<file path="src/rtl/spi_sensor_pkg.sv">
// Shared definitions for the VT sensor SPI master: FSM state encoding,
// frame size default and the bit layout of the config and result words.
// The MEAS state only exists when SPI_MEAS_CLK_EN is defined.
package spi_sensor_pkg;

  localparam int FRAME_BITS_DEF = 64;

  // Config word (shifted out on MOSI)
  localparam int CFG_DUMMY_LSB = 0;
  localparam int CFG_DUMMY_MSB = 31;
  localparam int CFG_RO_LSB    = 32;
  localparam int CFG_RO_MSB    = 40;
  localparam int CFG_MUX_LSB   = 48;
  localparam int CFG_MUX_MSB   = 51;
  localparam int CFG_END_LSB   = 56;
  localparam int CFG_END_MSB   = 63;

  // Result word (shifted in on MISO)
  localparam int RES_TDC_LSB = 0;
  localparam int RES_TDC_MSB = 47;
  localparam int RES_CNT_LSB = 48;
  localparam int RES_CNT_MSB = 63;

  typedef enum logic [2:0] {
    ST_IDLE,
    ST_SETUP,
    ST_SHIFT,
    ST_HOLD,
    ST_GAP,
`ifdef SPI_MEAS_CLK_EN
    ST_MEAS,
`endif
    ST_DONE
  } state_t;

  // Assemble a config word from its fields; unused bits are zero.
  function automatic logic [63:0] cfg_word(input logic [7:0]  end_cnt,
                                           input logic [3:0]  mux_sel,
                                           input logic [8:0]  ro_sel,
                                           input logic [31:0] dummy_sel);
    logic [63:0] w;
    w = '0;
    w[CFG_END_MSB:CFG_END_LSB]     = end_cnt;
    w[CFG_MUX_MSB:CFG_MUX_LSB]     = mux_sel;
    w[CFG_RO_MSB:CFG_RO_LSB]       = ro_sel;
    w[CFG_DUMMY_MSB:CFG_DUMMY_LSB] = dummy_sel;
    return w;
  endfunction

  function automatic logic [47:0] res_tdc(input logic [63:0] w);
    return w[RES_TDC_MSB:RES_TDC_LSB];
  endfunction

  function automatic logic [15:0] res_count(input logic [63:0] w);
    return w[RES_CNT_MSB:RES_CNT_LSB];
  endfunction

endpackage

</file>
<file path="src/rtl/spi_clk_div.sv">
// Half-period tick generator for SPI_CLK. Counts 0..CLK_DIV-1 while enabled
// and clears whenever disabled, so every enable starts a full half-period.
module spi_clk_div #(
  parameter int CLK_DIV = 4
) (
  input  logic clk,
  input  logic rst,
  input  logic en,
  output logic tick
);

  localparam logic [7:0] LAST = 8'(CLK_DIV - 1);

  logic [7:0] cnt;

  // Divider counter: wraps at terminal count, held at zero when idle
  always_ff @(posedge clk or posedge rst) begin
    if (rst) begin
      cnt <= '0;
    end else if (!en || cnt == LAST) begin
      cnt <= '0;
    end else begin
      cnt <= cnt + 8'd1;
    end
  end

  assign tick = en && (cnt == LAST);

endmodule

</file>
<file path="src/rtl/spi_sensor_master.sv">
// SPI mode-0 initiator for the VT sensor macro. One full-duplex frame per
// start: config word out on MOSI (MSB first) while the previous result word
// shifts in from MISO. Define SPI_MEAS_CLK_EN to emit MEAS_CLKS trailing
// SPI_CLK pulses with CS high after each frame (measurement window clock).
module spi_sensor_master
  import spi_sensor_pkg::*;
#(
  parameter int CLK_DIV    = 4,
  parameter int FRAME_BITS = FRAME_BITS_DEF,
  parameter int CS_SETUP   = 2,
  parameter int CS_HOLD    = 2,
  parameter int CS_GAP     = 4,
  parameter int MEAS_CLKS  = 255
) (
  input  logic                  CLK,
  input  logic                  RST,
  input  logic                  i_Start,
  input  logic [FRAME_BITS-1:0] i_TxWord,
  output logic [FRAME_BITS-1:0] o_RxWord,
  output logic                  o_Busy,
  output logic                  o_Done,
  output logic                  SPI_CS,
  output logic                  SPI_CLK,
  output logic                  SPI_MOSI,
  input  logic                  SPI_MISO
);

  if (CLK_DIV < 1 || CLK_DIV > 255) begin : g_bad_clk_div
    $error("CLK_DIV must be in 1..255");
  end
  if (FRAME_BITS < 2) begin : g_bad_frame_bits
    $error("FRAME_BITS must be at least 2");
  end
  if (MEAS_CLKS < 0 || MEAS_CLKS > 65535) begin : g_bad_meas_clks
    $error("MEAS_CLKS must be in 0..65535");
  end

  localparam int BW = $clog2(FRAME_BITS + 1);
  localparam logic [BW-1:0] BITS_INIT  = BW'(FRAME_BITS);
  localparam logic [BW-1:0] BIT_ONE    = BW'(1);
  // A zero wait parameter still spends one cycle in its state.
  localparam logic [15:0]   SETUP_LAST = 16'((CS_SETUP > 0) ? CS_SETUP - 1 : 0);
  localparam logic [15:0]   HOLD_LAST  = 16'((CS_HOLD  > 0) ? CS_HOLD  - 1 : 0);
  localparam logic [15:0]   GAP_LAST   = 16'((CS_GAP   > 0) ? CS_GAP   - 1 : 0);

  state_t                state, state_nxt;
  logic [15:0]           wait_cnt;
  logic [BW-1:0]         bit_cnt;
  logic [FRAME_BITS-1:0] tx_sr;
  logic [FRAME_BITS-1:0] rx_sr;
  logic                  div_en;
  logic                  tick;

`ifdef SPI_MEAS_CLK_EN
  localparam bit          MEAS_ON   = (MEAS_CLKS > 0);
  localparam logic [15:0] MEAS_LAST = 16'((MEAS_CLKS > 0) ? MEAS_CLKS - 1 : 0);
  logic [15:0] meas_cnt;
`endif

  spi_clk_div #(
    .CLK_DIV (CLK_DIV)
  ) u_clk_div (
    .clk  (CLK),
    .rst  (RST),
    .en   (div_en),
    .tick (tick)
  );

  // State register
  always_ff @(posedge CLK or posedge RST) begin
    if (RST) begin
      state <= ST_IDLE;
    end else begin
      state <= state_nxt;
    end
  end

  // Next-state decode and status outputs; a falling toggle is tick with SPI_CLK high
  always_comb begin
    state_nxt = state;
    div_en    = 1'b0;
    o_Busy    = (state != ST_IDLE);
    o_Done    = (state == ST_DONE);
    case (state)
      ST_IDLE:  if (i_Start) state_nxt = ST_SETUP;
      ST_SETUP: if (wait_cnt == SETUP_LAST) state_nxt = ST_SHIFT;
      ST_SHIFT: begin
        div_en = 1'b1;
        if (tick && SPI_CLK && bit_cnt == BIT_ONE) state_nxt = ST_HOLD;
      end
      ST_HOLD: begin
`ifdef SPI_MEAS_CLK_EN
        if (wait_cnt == HOLD_LAST) state_nxt = MEAS_ON ? ST_MEAS : ST_GAP;
`else
        if (wait_cnt == HOLD_LAST) state_nxt = ST_GAP;
`endif
      end
`ifdef SPI_MEAS_CLK_EN
      ST_MEAS: begin
        div_en = 1'b1;
        if (tick && SPI_CLK && meas_cnt == MEAS_LAST) state_nxt = ST_GAP;
      end
`endif
      ST_GAP:   if (wait_cnt == GAP_LAST) state_nxt = ST_DONE;
      ST_DONE:  state_nxt = ST_IDLE;
      default:  state_nxt = ST_IDLE;
    endcase
  end

  // Pin drivers, shift registers and counters
  always_ff @(posedge CLK or posedge RST) begin
    if (RST) begin
      SPI_CS   <= 1'b1;
      SPI_CLK  <= 1'b0;
      SPI_MOSI <= 1'b0;
      o_RxWord <= '0;
      tx_sr    <= '0;
      rx_sr    <= '0;
      bit_cnt  <= '0;
      wait_cnt <= '0;
`ifdef SPI_MEAS_CLK_EN
      meas_cnt <= '0;
`endif
    end else begin
      wait_cnt <= (state_nxt != state) ? 16'd0 : wait_cnt + 16'd1;
      case (state)
        ST_IDLE: begin
          if (i_Start) begin
            tx_sr    <= i_TxWord;
            SPI_MOSI <= i_TxWord[FRAME_BITS-1];
            SPI_CS   <= 1'b0;
          end
        end
        ST_SETUP: begin
          if (state_nxt == ST_SHIFT) bit_cnt <= BITS_INIT;
        end
        ST_SHIFT: begin
          if (tick) begin
            SPI_CLK <= ~SPI_CLK;
            if (!SPI_CLK) begin
              rx_sr <= {rx_sr[FRAME_BITS-2:0], SPI_MISO};
            end else begin
              tx_sr    <= tx_sr << 1;
              bit_cnt  <= bit_cnt - BIT_ONE;
              SPI_MOSI <= (bit_cnt == BIT_ONE) ? 1'b0 : tx_sr[FRAME_BITS-2];
            end
          end
        end
        ST_HOLD: begin
          if (state_nxt != ST_HOLD) SPI_CS <= 1'b1;
`ifdef SPI_MEAS_CLK_EN
          meas_cnt <= '0;
`endif
        end
`ifdef SPI_MEAS_CLK_EN
        ST_MEAS: begin
          if (tick) begin
            SPI_CLK <= ~SPI_CLK;
            if (SPI_CLK) meas_cnt <= meas_cnt + 16'd1;
          end
        end
`endif
        ST_GAP: begin
          // Load on the way into DONE so the word is valid while o_Done is high
          if (state_nxt == ST_DONE) o_RxWord <= rx_sr;
        end
        default: ;
      endcase
    end
  end

endmodule
</file>
<file path="config.mk">
export PLATFORM = sky130hd
export DESIGN_NAME = spi_sensor_master
export DESIGN_NICKNAME = d
export VERILOG_FILES = /design/src/rtl/spi_sensor_pkg.sv /design/src/rtl/spi_clk_div.sv /design/src/rtl/spi_sensor_master.sv
export SDC_FILE = /design/constraint.sdc
export NUM_CORES = 1
export LEC_CHECK = 0
export ABC_AREA = 1
export CAP_MARGIN = 20
export CELL_PAD_IN_SITES_DETAIL_PLACEMENT = 1
export CELL_PAD_IN_SITES_GLOBAL_PLACEMENT = 2
export CORE_ASPECT_RATIO = 1.1
export CORE_MARGIN = 2
export CORE_UTILIZATION = 36
export CTS_CLUSTER_DIAMETER = 200
export DETAILED_ROUTE_END_ITERATION = 6
export PLACE_DENSITY_LB_ADDON = 0.1
export SETUP_SLACK_MARGIN = 0.02
export SYNTH_ARGS = -nofsm -noshare
export SYNTH_HDL_FRONTEND = slang
export SYNTH_SLANG_ARGS = --single-unit
</file>
<file path="constraint.sdc">
create_clock -name CLK -period 17.35 [get_ports CLK]
set_clock_uncertainty 0.15 [all_clocks]
set_input_delay 2.6025 -clock CLK [delete_from_list [all_inputs] [get_ports CLK]]
set_output_delay 2.6025 -clock CLK [all_outputs]
set_load 0.02 [all_outputs]
</file>
# Word-level counts from Yosys, hierarchy flattened
# Cells that the tools add are included.
dict set report op_classes {
  addsub 3
  mul 0
  div 0
  magnitude_cmp 0
  n_eq_ne 18
  shift 0
  mux 25
  n_bitwise 1
  n_reduce_logical 16
}
# cell count
set op_table {}
lappend op_table {{$mux W63} 3}
lappend op_table {{$pmux W63 S2} 1}
lappend op_table {{$mux W7} 3}
lappend op_table {{$add A16 B1 Y16 const B} 1}
lappend op_table {{$eq A16 B1 Y1 const B} 1}
lappend op_table {{$eq A16 B2 Y1 const B} 1}
lappend op_table {{$mux W16} 1}
lappend op_table {{$mux W3} 5}
lappend op_table {{$pmux W3 S5} 1}
lappend op_table {{$pmux W7 S2} 1}
lappend op_table {{$ne A2 B2 Y1 const B} 5}
lappend op_table {{$eq A3 B2 Y1 const B} 3}
lappend op_table {{$eq A3 B3 Y1 const B} 3}
lappend op_table {{$add A8 B1 Y8 const B} 1}
lappend op_table {{$eq A8 B2 Y1 const B} 1}
lappend op_table {{$mux W8} 1}
lappend op_table {{$reduce_and A4 Y1} 2}
lappend op_table {{$eq A7 B1 Y1 const B} 1}
lappend op_table {{$mux W1} 7}
lappend op_table {{$sub A7 B1 Y7 const B} 1}
lappend op_table {{$reduce_and A3 Y1} 2}
lappend op_table {{$reduce_bool A2 Y1} 3}
lappend op_table {{$pmux W1 S2} 2}
lappend op_table {{$reduce_and A2 Y1} 2}
lappend op_table {{other kinds (9)} 11}
dict set report word_totals {
  reg_bits 228
  latch_bits 0
  ram_bits 0
  romBits 0
  in_bits 68
  output_inout_bits 69
  word_cells 73
  mem_count 0
}

# Longest topological paths before layout
# Gate-level depths: netlist (run 1).
dict set report depth {
  ltp_word 10
  mapped_depth 11
  ltp_nobuf 10
}

# Hierarchy
# A second synthesis (run 1) with hierarchy kept.
dict set report hier_totals {
  cells_unflattened 927
  hier_area_um2 9785.6
}
# module n_inst cells_per_inst area_each_um2 seq_area_each_um2
set modules_own_cells {}
lappend modules_own_cells {spi_sensor_master 1 870 9356.5 5506.5}
lappend modules_own_cells {spi_clk_div 1 57 429.2 200.2}

# Worst setup path before layout (run 1)
# No wires, ideal clock.
dict set report synth_timing {
  path_kind {reg2out}
  from {register state[2]}
  to {output o_Done}
  t_arrival_ns 0.990
  t_required_ns 14.598
  setup_slack_ns 13.608
  path_stages_with_launch 3
  n_path_buf 0
  path_cell_list {dfrtp_1 inv_1 nor3_1}
}
dict set report synth_via {
  elab_chain_len 1
}
# item line
set synth_lines {}
lappend synth_lines {{from (decl)} spi_sensor_master.sv:46} ;# state_t state, state_nxt;
lappend synth_lines {{from (signal assigned)} spi_sensor_master.sv:74} ;# state <= state_nxt;
lappend synth_lines {{$eq A3 B3 Y1} spi_sensor_master.sv:83} ;# o_Done = (state == ST_DONE);
lappend synth_lines {{to (decl)} spi_sensor_master.sv:21} ;# output logic o_Done,
# Every way passes these cells.

# Worst setup path after layout (run 1)
dict set report layout_timing {
  from {input i_Start}
  to {register tx_sr[44]}
}
dict set report layout_via {
  elab_chain_len 2
}
# item line
set layout_lines {}
lappend layout_lines {{from (decl)} spi_sensor_master.sv:17} ;# input logic i_Start,
lappend layout_lines {{$ne A2 B2 Y1 (no line)} n/a}
lappend layout_lines {{$reduce_and A4 Y1 (no line)} n/a}
lappend layout_lines {{to (signal assigned)} spi_sensor_master.sv:129} ;# tx_sr <= i_TxWord;
lappend layout_lines {{to (signal assigned)} spi_sensor_master.sv:143} ;# tx_sr <= tx_sr << 1;
lappend layout_lines {{to (decl)} spi_sensor_master.sv:49} ;# logic [FRAME_BITS-1:0] tx_sr;
# Every way passes these cells.
# A chain may end at the register's enable or synchronous reset.

==> run metrics, run 1 <==
GR Util met2 0.281; post-synthesis net count 1143; Cell variety after synth 33; Bufs and invs on worst path 2; clk sinks 228; Max Freq 0.209 GHz; number of max-cap violations 0; area fraction in compound gates after synthesis 0.156; Reg power frac 0.472; pins over their slew limit 0; Die Y-Extent 176 um; Worst Min Path Start u_clk_div.cnt[0]; worst path required time 17640 ps; GRT busiest layer met2; Worst Setup SP i_Start; Hold Crit Endpoint u_clk_div.cnt[0]; status finished, final reports clean; share of layout cells above drive strength 1 0.0599; Peak VDD IR 0.0000644 V; XOR/XNOR Fraction of Synth Area 0.00903; mean post-synth cell area 9.06 sq um; register area share after synthesis 0.589; GR Util met1 0.211; Internal 893 uW; hold buffer count at cts 0; Post-synth EDFFs 0; Crit Path Max Fanout 103; Least-Margin Pin Slew 1020 ps; Cell Pwr Density 92.9 nW/um^2; diode count 0; RR Endpoint tx_sr[44]; most frequent cell after synthesis nand2_1; Yosys warnings 0; Post-Syn Area 9700 sq um; Yosys top cell area share 0.586; CP cell instances clkdlybuf4s50_1 > nand2_1 > a21oi_4 > buf_4 > o211ai_1 > o21ai_1; DR pass1 iterations 4; leading area contributor after synthesis dfrtp_1; fraction of synthesized area in multiplexers 0.00116; relative max-transition margin 0.319; Worst path slowest cell buf_4; Synth area leaders dfrtp_1 (59%), nand2_1 (9.1%), o21ai_1 (6.2%); drt wl/cell 14.1 um; Period Utilization, post-route 0.275; cts bufs inserted 26; TNS Setup 0 ps; Rows 63; sw power 237 uW; Reg2Reg Depth 6; GPL Wtd Cong 0.730; H-tree Lvls 1; clock network power share 0.503; Comb power frac 0.025; clk slew on worst S/H paths 60 ps; final wirelength 22.0 mm; chip width 160 um; vias in the first global route 7532; CTS tree built; worst hold path class reg2reg; Setup Crit Path Kind in2reg; cell count after synthesis 1070; ys async rst share 1.00; Hold Path Stages 1; HPWL after DPL 14.1 mm; RR Startpoint state[2]; Ports 137; clock root buffer clkbuf_16; gr ovfl total 0; GRT Overall Usage 0.160; Final ANT Viol Nets 0; DR vias/cell 4.69; P_leak 5.51 nW; startpoint types input pin; Setup Viol. Count Final 0; main combinational cell family by area after synthesis compound AO/OA/AOI/OAI gates; Final Cell Area 12200 sq um; reg-to-reg slack, setup 13820 ps; Critical Path AT 5060 ps; CP delay by family, top buffers and inverters; antenna violations before repair 0; core region area 26700 sq um; routed vias 7312; Post-synth top flop dfrtp_1; largest net degree at the start of global routing 116; Clock Latency Late Sink 520 ps; PostCTS Resize Cnt 0; Longest Clk Path Bufs 3; post-synthesis adder-cell area fraction 0.00645; Sw Ratio 0.210; Post-CTS Setup Inserts 0; Final Hold Vio Count 0; minimum clock period 4780 ps; number of register bits inferred by synthesis 228; unrepaired setup endpoints after global routing false; die area 28300 sq um; Placed Area 11300 sq um; IO buf count 136; most frequent cells after synthesis nand2_1 (236), dfrtp_1 (227), inv_1 (153), o21ai_1 (120), o21ai_0 (73); nets@finish 1255; Initial Utilization 0.363; CP Capture Type flip-flop; drt drc 0; GRT met3 Usage 0.0247; first-pass GRT wire length 37.7 mm; post-synthesis simple-gate area fraction 0.144; 1st-iter DRT viols 291; P&R area growth vs syn 25.5%; slowest stage delay, CP 890 ps
[layout make-up]
| class | count | area [sq um] |
|---|---|---|
| fill | 3054 | 14600 |
| clock inverter | 15 | 166 |
| tap | 357 | 447 |
| inverter | 157 | 597 |
| sequential | 228 | 5710 |
| multi-input combinational | 627 | 3100 |
| timing repair buffer | 142 | 1410 |
| clock buffer | 33 | 738 |
[per-layer routing]
layer / up-vias / wire [um]
met1: 3520 / 10200
li1: 3673 / -
met5: - / 0
met4: 0 / 261
met2: 96 / 10700
met3: 23 / 830
[worst max-delay path by stage]
stage / to / slack [ps] / cells past startpoint
floorplan: SPI_CLK / 8350 / 1
global placement: tx_sr[42] / 12130 / 6
detailed placement: tx_sr[39] / 12060 / 6
CTS: tx_sr[56] / 12580 / 6
global route: tx_sr[27] / 12340 / 6
finish: tx_sr[44] / 12570 / 6
[stage by stage]
| stage | utilization | cells | hold slack, ps | total power [mW] | worst slack, ps |
|---|---|---|---|---|---|
| 2_1_floorplan | - | 1070 | 275 | 0.551 | 8350 |
| 3_3_place_gp | 0.421 | 1511 | 296 | 0.572 | 12130 |
| 3_5_place_dp | 0.421 | 1511 | 299 | 0.572 | 12060 |
| 4_1_cts | 0.455 | 1559 | 316 | 1.15 | 12580 |
| 5_1_grt | 0.455 | 1559 | 336 | 1.18 | 12340 |
| 6_report | 0.455 | 1559 | 312 | 1.13 | 12570 |
[registers in the layout (all words and copies together) (netlist names)]
name           flops
SPI_CLK            1
SPI_CS             1
SPI_MOSI           1
bit_cnt            7
o_RxWord          64
rx_sr             64
state              3
tx_sr             63
u_clk_div.cnt      8
wait_cnt          16
[worst register-to-register path: stages (launching register included)]
cell,delay (ps)
dfrtp_1,450
nor3_4,740
nand2_1,230
a21oi_4,590
buf_4,890
o211ai_1,270
o21ai_1,130
[layout by cell type (no fill, tap or decap), drive strengths merged]
| cell | netlist | layout |
|---|---|---|
| nand2 | 239 | 239 |
| dfrtp | 227 | 227 |
| o21ai | 193 | 193 |
| inv | 157 | 157 |
| clkdlybuf4s50 | 0 | 136 |
| o211ai | 62 | 62 |
| nor2 | 61 | 61 |
| clkbuf | 14 | 33 |
| nand3 | 19 | 19 |
| a21oi | 10 | 10 |
| clkinv | 0 | 10 |
| nor3 | 9 | 9 |
| nand4 | 8 | 8 |
| buf | 44 | 6 |
| xnor2 | 5 | 5 |
| xor2 | 5 | 5 |
| ha | 5 | 5 |
| nor4 | 4 | 4 |
| a31oi | 3 | 3 |
| bufinv | 0 | 3 |
| clkinvlp | 0 | 2 |
| dfstp | 1 | 1 |
| and3 | 1 | 1 |
| o21a | 1 | 1 |
| and2 | 1 | 1 |
| mux2 | 1 | 1 |
[power groups by stage]
stage                     clock network, mW  registers [mW]  logic, mW
final                                 0.569           0.533     0.0279
after global placement                    0           0.543     0.0295
after global routing                  0.614           0.533     0.0316
after detailed placement                  0           0.543     0.0294
after floorplan                           0           0.543    0.00871
after CTS                             0.591           0.533     0.0295
[cell families (layout without fill, tap and decap cells)]
logic type	count (synthesis)	in the layout
xor gates and xnor gates	10	10
AOI/OAI and AO/OA	269	269
DFF	228	228
buffers and inverters	215	347
and+or+nand+nor	342	342
adders and majority gates	5	5
muxes	1	1
Power figures use the tool's default switching activity.
==> run 2, diff against run 1 <==
--- a/config.mk
+++ b/config.mk
@@ -11,7 +11,7 @@
 export CELL_PAD_IN_SITES_GLOBAL_PLACEMENT = 2
 export CORE_ASPECT_RATIO = 1.1
 export CORE_MARGIN = 2
-export CORE_UTILIZATION = 36
+export CORE_UTILIZATION = 33
 export CTS_CLUSTER_DIAMETER = 200
 export DETAILED_ROUTE_END_ITERATION = 6
 export PLACE_DENSITY_LB_ADDON = 0.1
==> constraint.sdc (replaced) <==
create_clock -name CLK -period 4.65 [get_ports CLK]
set_clock_uncertainty 0.15 [all_clocks]
set_input_delay 0.6975 -clock CLK [delete_from_list [all_inputs] [get_ports CLK]]
set_output_delay 0.6975 -clock CLK [all_outputs]
set_load 0.02 [all_outputs]
==> run 2 against run 1 <==
Against the previous run:
- largest power group unchanged
- design area increased by 1.3%
- the flow now finishes with violations (design-rule violations)
- worst hold slack about the same
- clock power rose to 4.0 times the previous value
- count of clock-buffer cells in the layout rose by 9
- die area increased by 8.9%
- combinational power grew to 3.9 times the previous value
- first-iteration DRC count rose by 50%
- setup slack worse by 11000 ps
- core utilization down 2.7 points
- via count increased by 0.78%
==> run metrics, run 2 (synthesis gave the netlist of run 1 again) <==
Post-CTS Setup Inserts 0 (unchanged); clock network power share 0.517 (+0.014); Critical Path Stages 8 (+2); PostCTS Resize Cnt 0 (unchanged); chip width 167 um (+4.3%); relative max-transition margin 0.373 (+0.0535); core region area 28800 sq um (+7.7%); vias in the first global route 7680 (+2.0%); 1st-iter DRT viols 436 (+50%); Peak VDD IR 0.000253 V (+290%); GPL Wtd Cong 0.696 (-4.8%); P_leak 5.58 nW (+1.2%); Reg2Reg Depth 8 (+2); DR vias/cell 4.68 (-0.24%); H-tree Lvls 1 (unchanged); die area 30800 sq um (+8.9%); cts bufs inserted 27 (+3.8%); minimum clock period 2880 ps; Internal 3.47 mW (+290%); Ports 137 (unchanged); most frequent CP cell buf_4; Rows 65 (+3.2%); CP delay by family, top simple AND/OR/NAND/NOR gates; Cell Pwr Density 352 nW/um^2 (+280%); Comb power frac 0.025 (about the same); Worst path slowest cell nand2_4; Longest Clk Path Bufs 3 (unchanged); worst hold path class reg2reg; first-pass GRT wire length 38.7 mm (+2.8%); Bufs and invs on worst path 3 (+1); number of max-cap violations 0 (unchanged); status finished, violations left; Sw Ratio 0.201 (-0.00901); startpoint types flip-flop; unrepaired setup endpoints after global routing false; Critical Path AT 3120 ps (-1940 ps); clock root buffer clkbuf_16; registers with the most flip-flops o_RxWord: 64 flops, rx_sr: 64 flops, tx_sr: 63 flops; Max Freq 0.348 GHz; drt drc 12 (+12); most frequent cells in the layout nand2_1 (235), dfrtp_1 (227), inv_1 (152), clkdlybuf4s50_1 (136), o21ai_1 (120); CTS tree built; hold buffer count at cts 0 (unchanged); Final Hold Vio Count 0 (unchanged); clk sinks 228 (unchanged); commonest non-fill, non-tap cell in the layout nand2_1; clk slew on worst S/H paths 50 ps (about the same); Final ANT Viol Nets 0 (unchanged); gr ovfl total 0 (unchanged); nets@finish 1259 (+0.32%); final wirelength 22.5 mm (+2.2%); Placed Area 11300 sq um (+0.67%); HPWL after DPL 14.8 mm (+4.5%); pins over their slew limit 0 (unchanged); Least-Margin Pin Slew 941 ps (-80.3 ps); CP Capture Type flip-flop; largest net degree at the start of global routing 129 (+11%); DR pass1 iterations 6 (+2); routed vias 7369 (+0.78%); P&R area growth vs syn 27.2%; IO buf count 136 (unchanged); Hold Path Stages 1 (unchanged); Die Y-Extent 184 um (+4.3%); diode count 0 (unchanged); share of layout cells above drive strength 1 0.0605 (+0.000580); Setup Crit Path Kind reg2reg; Crit Path Max Fanout 92 (-11%); Initial Utilization 0.337 (-0.0261); Reg power frac 0.458 (-0.014); utilization after layout 0.428 (-0.0270); GRT Overall Usage 0.152 (-0.00890); antenna violations before repair 0 (unchanged); TNS Setup 0 ps (unchanged); slowest stage delay, CP 500 ps (-390 ps); Clock Latency Late Sink 530 ps (about the same); Period Utilization, post-route 0.619; failing checks design-rule violations; drt wl/cell 14.3 um (+1.2%); Setup Viol. Count Final 0 (unchanged); worst path required time 4890 ps (-12750 ps); Final Cell Area 12300 sq um (+1.3%); CP cell instances nor3_4 > buf_4 > inv_2 > nor2_2 > nand2_4 > buf_4 > nand2_1 > o21ai_0; sw power 871 uW (+270%)
run 2: per-stage QoR:
step	std cells	power, mW	setup WS (ps)	hold slack, ps
after floorplan	1070	2.06	823	275
after global placement	1524	2.14	1800	302
after detailed placement	1524	2.14	1730	304
after CTS	1574	4.43	1720	319
after global routing	1575	4.51	1460	358
final	1575	4.35	1770	312
run 2: layout make-up:
| cell class | count | area (sq um) |
|---|---|---|
| Clock buffer | 42 | 822 |
| Clock inverter | 8 | 144 |
| Fill cell | 3308 | 16500 |
| Inverter | 157 | 593 |
| Multi-Input combinational cell | 627 | 3100 |
| Sequential cell | 228 | 5710 |
| Tap cell | 368 | 460 |
| Timing Repair Buffer | 145 | 1500 |
run 2: power groups by stage:
stage                     Clock, mW  Combinational [mW]  Sequential (mW)
after floorplan                   0              0.0328             2.03
after global placement            0               0.115             2.02
after detailed placement          0               0.115             2.02
after CTS                      2.33               0.115             1.99
after global routing           2.40               0.123             1.99
final                          2.25               0.109             1.99
run 2: metal layers:
layer	track usage	up-vias	part of all wire
met3	0.0202	36	0.033
met5	0	-	0
li1	-	3686	-
met4	0.0410	0	0.020
met1	0.201	3547	0.46
met2	0.262	100	0.48
run 2: worst register-to-register path, delay by kind of cell (launching register included):
family	cells	cell delay, ps
AOI/OAI and AO/OA	1	80
and+or+nand+nor	4	1010
DFF	1	440
buffers and inverters	3	1060
run 2: final timing paths:
kind	startpoint	end	slack [ps]
worst max-delay path	state[2]	rx_sr[42]	1770
worst min-delay path	u_clk_div.cnt[0]	u_clk_div.cnt[0]	310
worst max register to register	state[2]	rx_sr[42]	1770
worst min register to register	u_clk_div.cnt[0]	u_clk_div.cnt[0]	310
max in group asynchronous	RST	SPI_CS	2840
min in group asynchronous	RST	tx_sr[34]	550
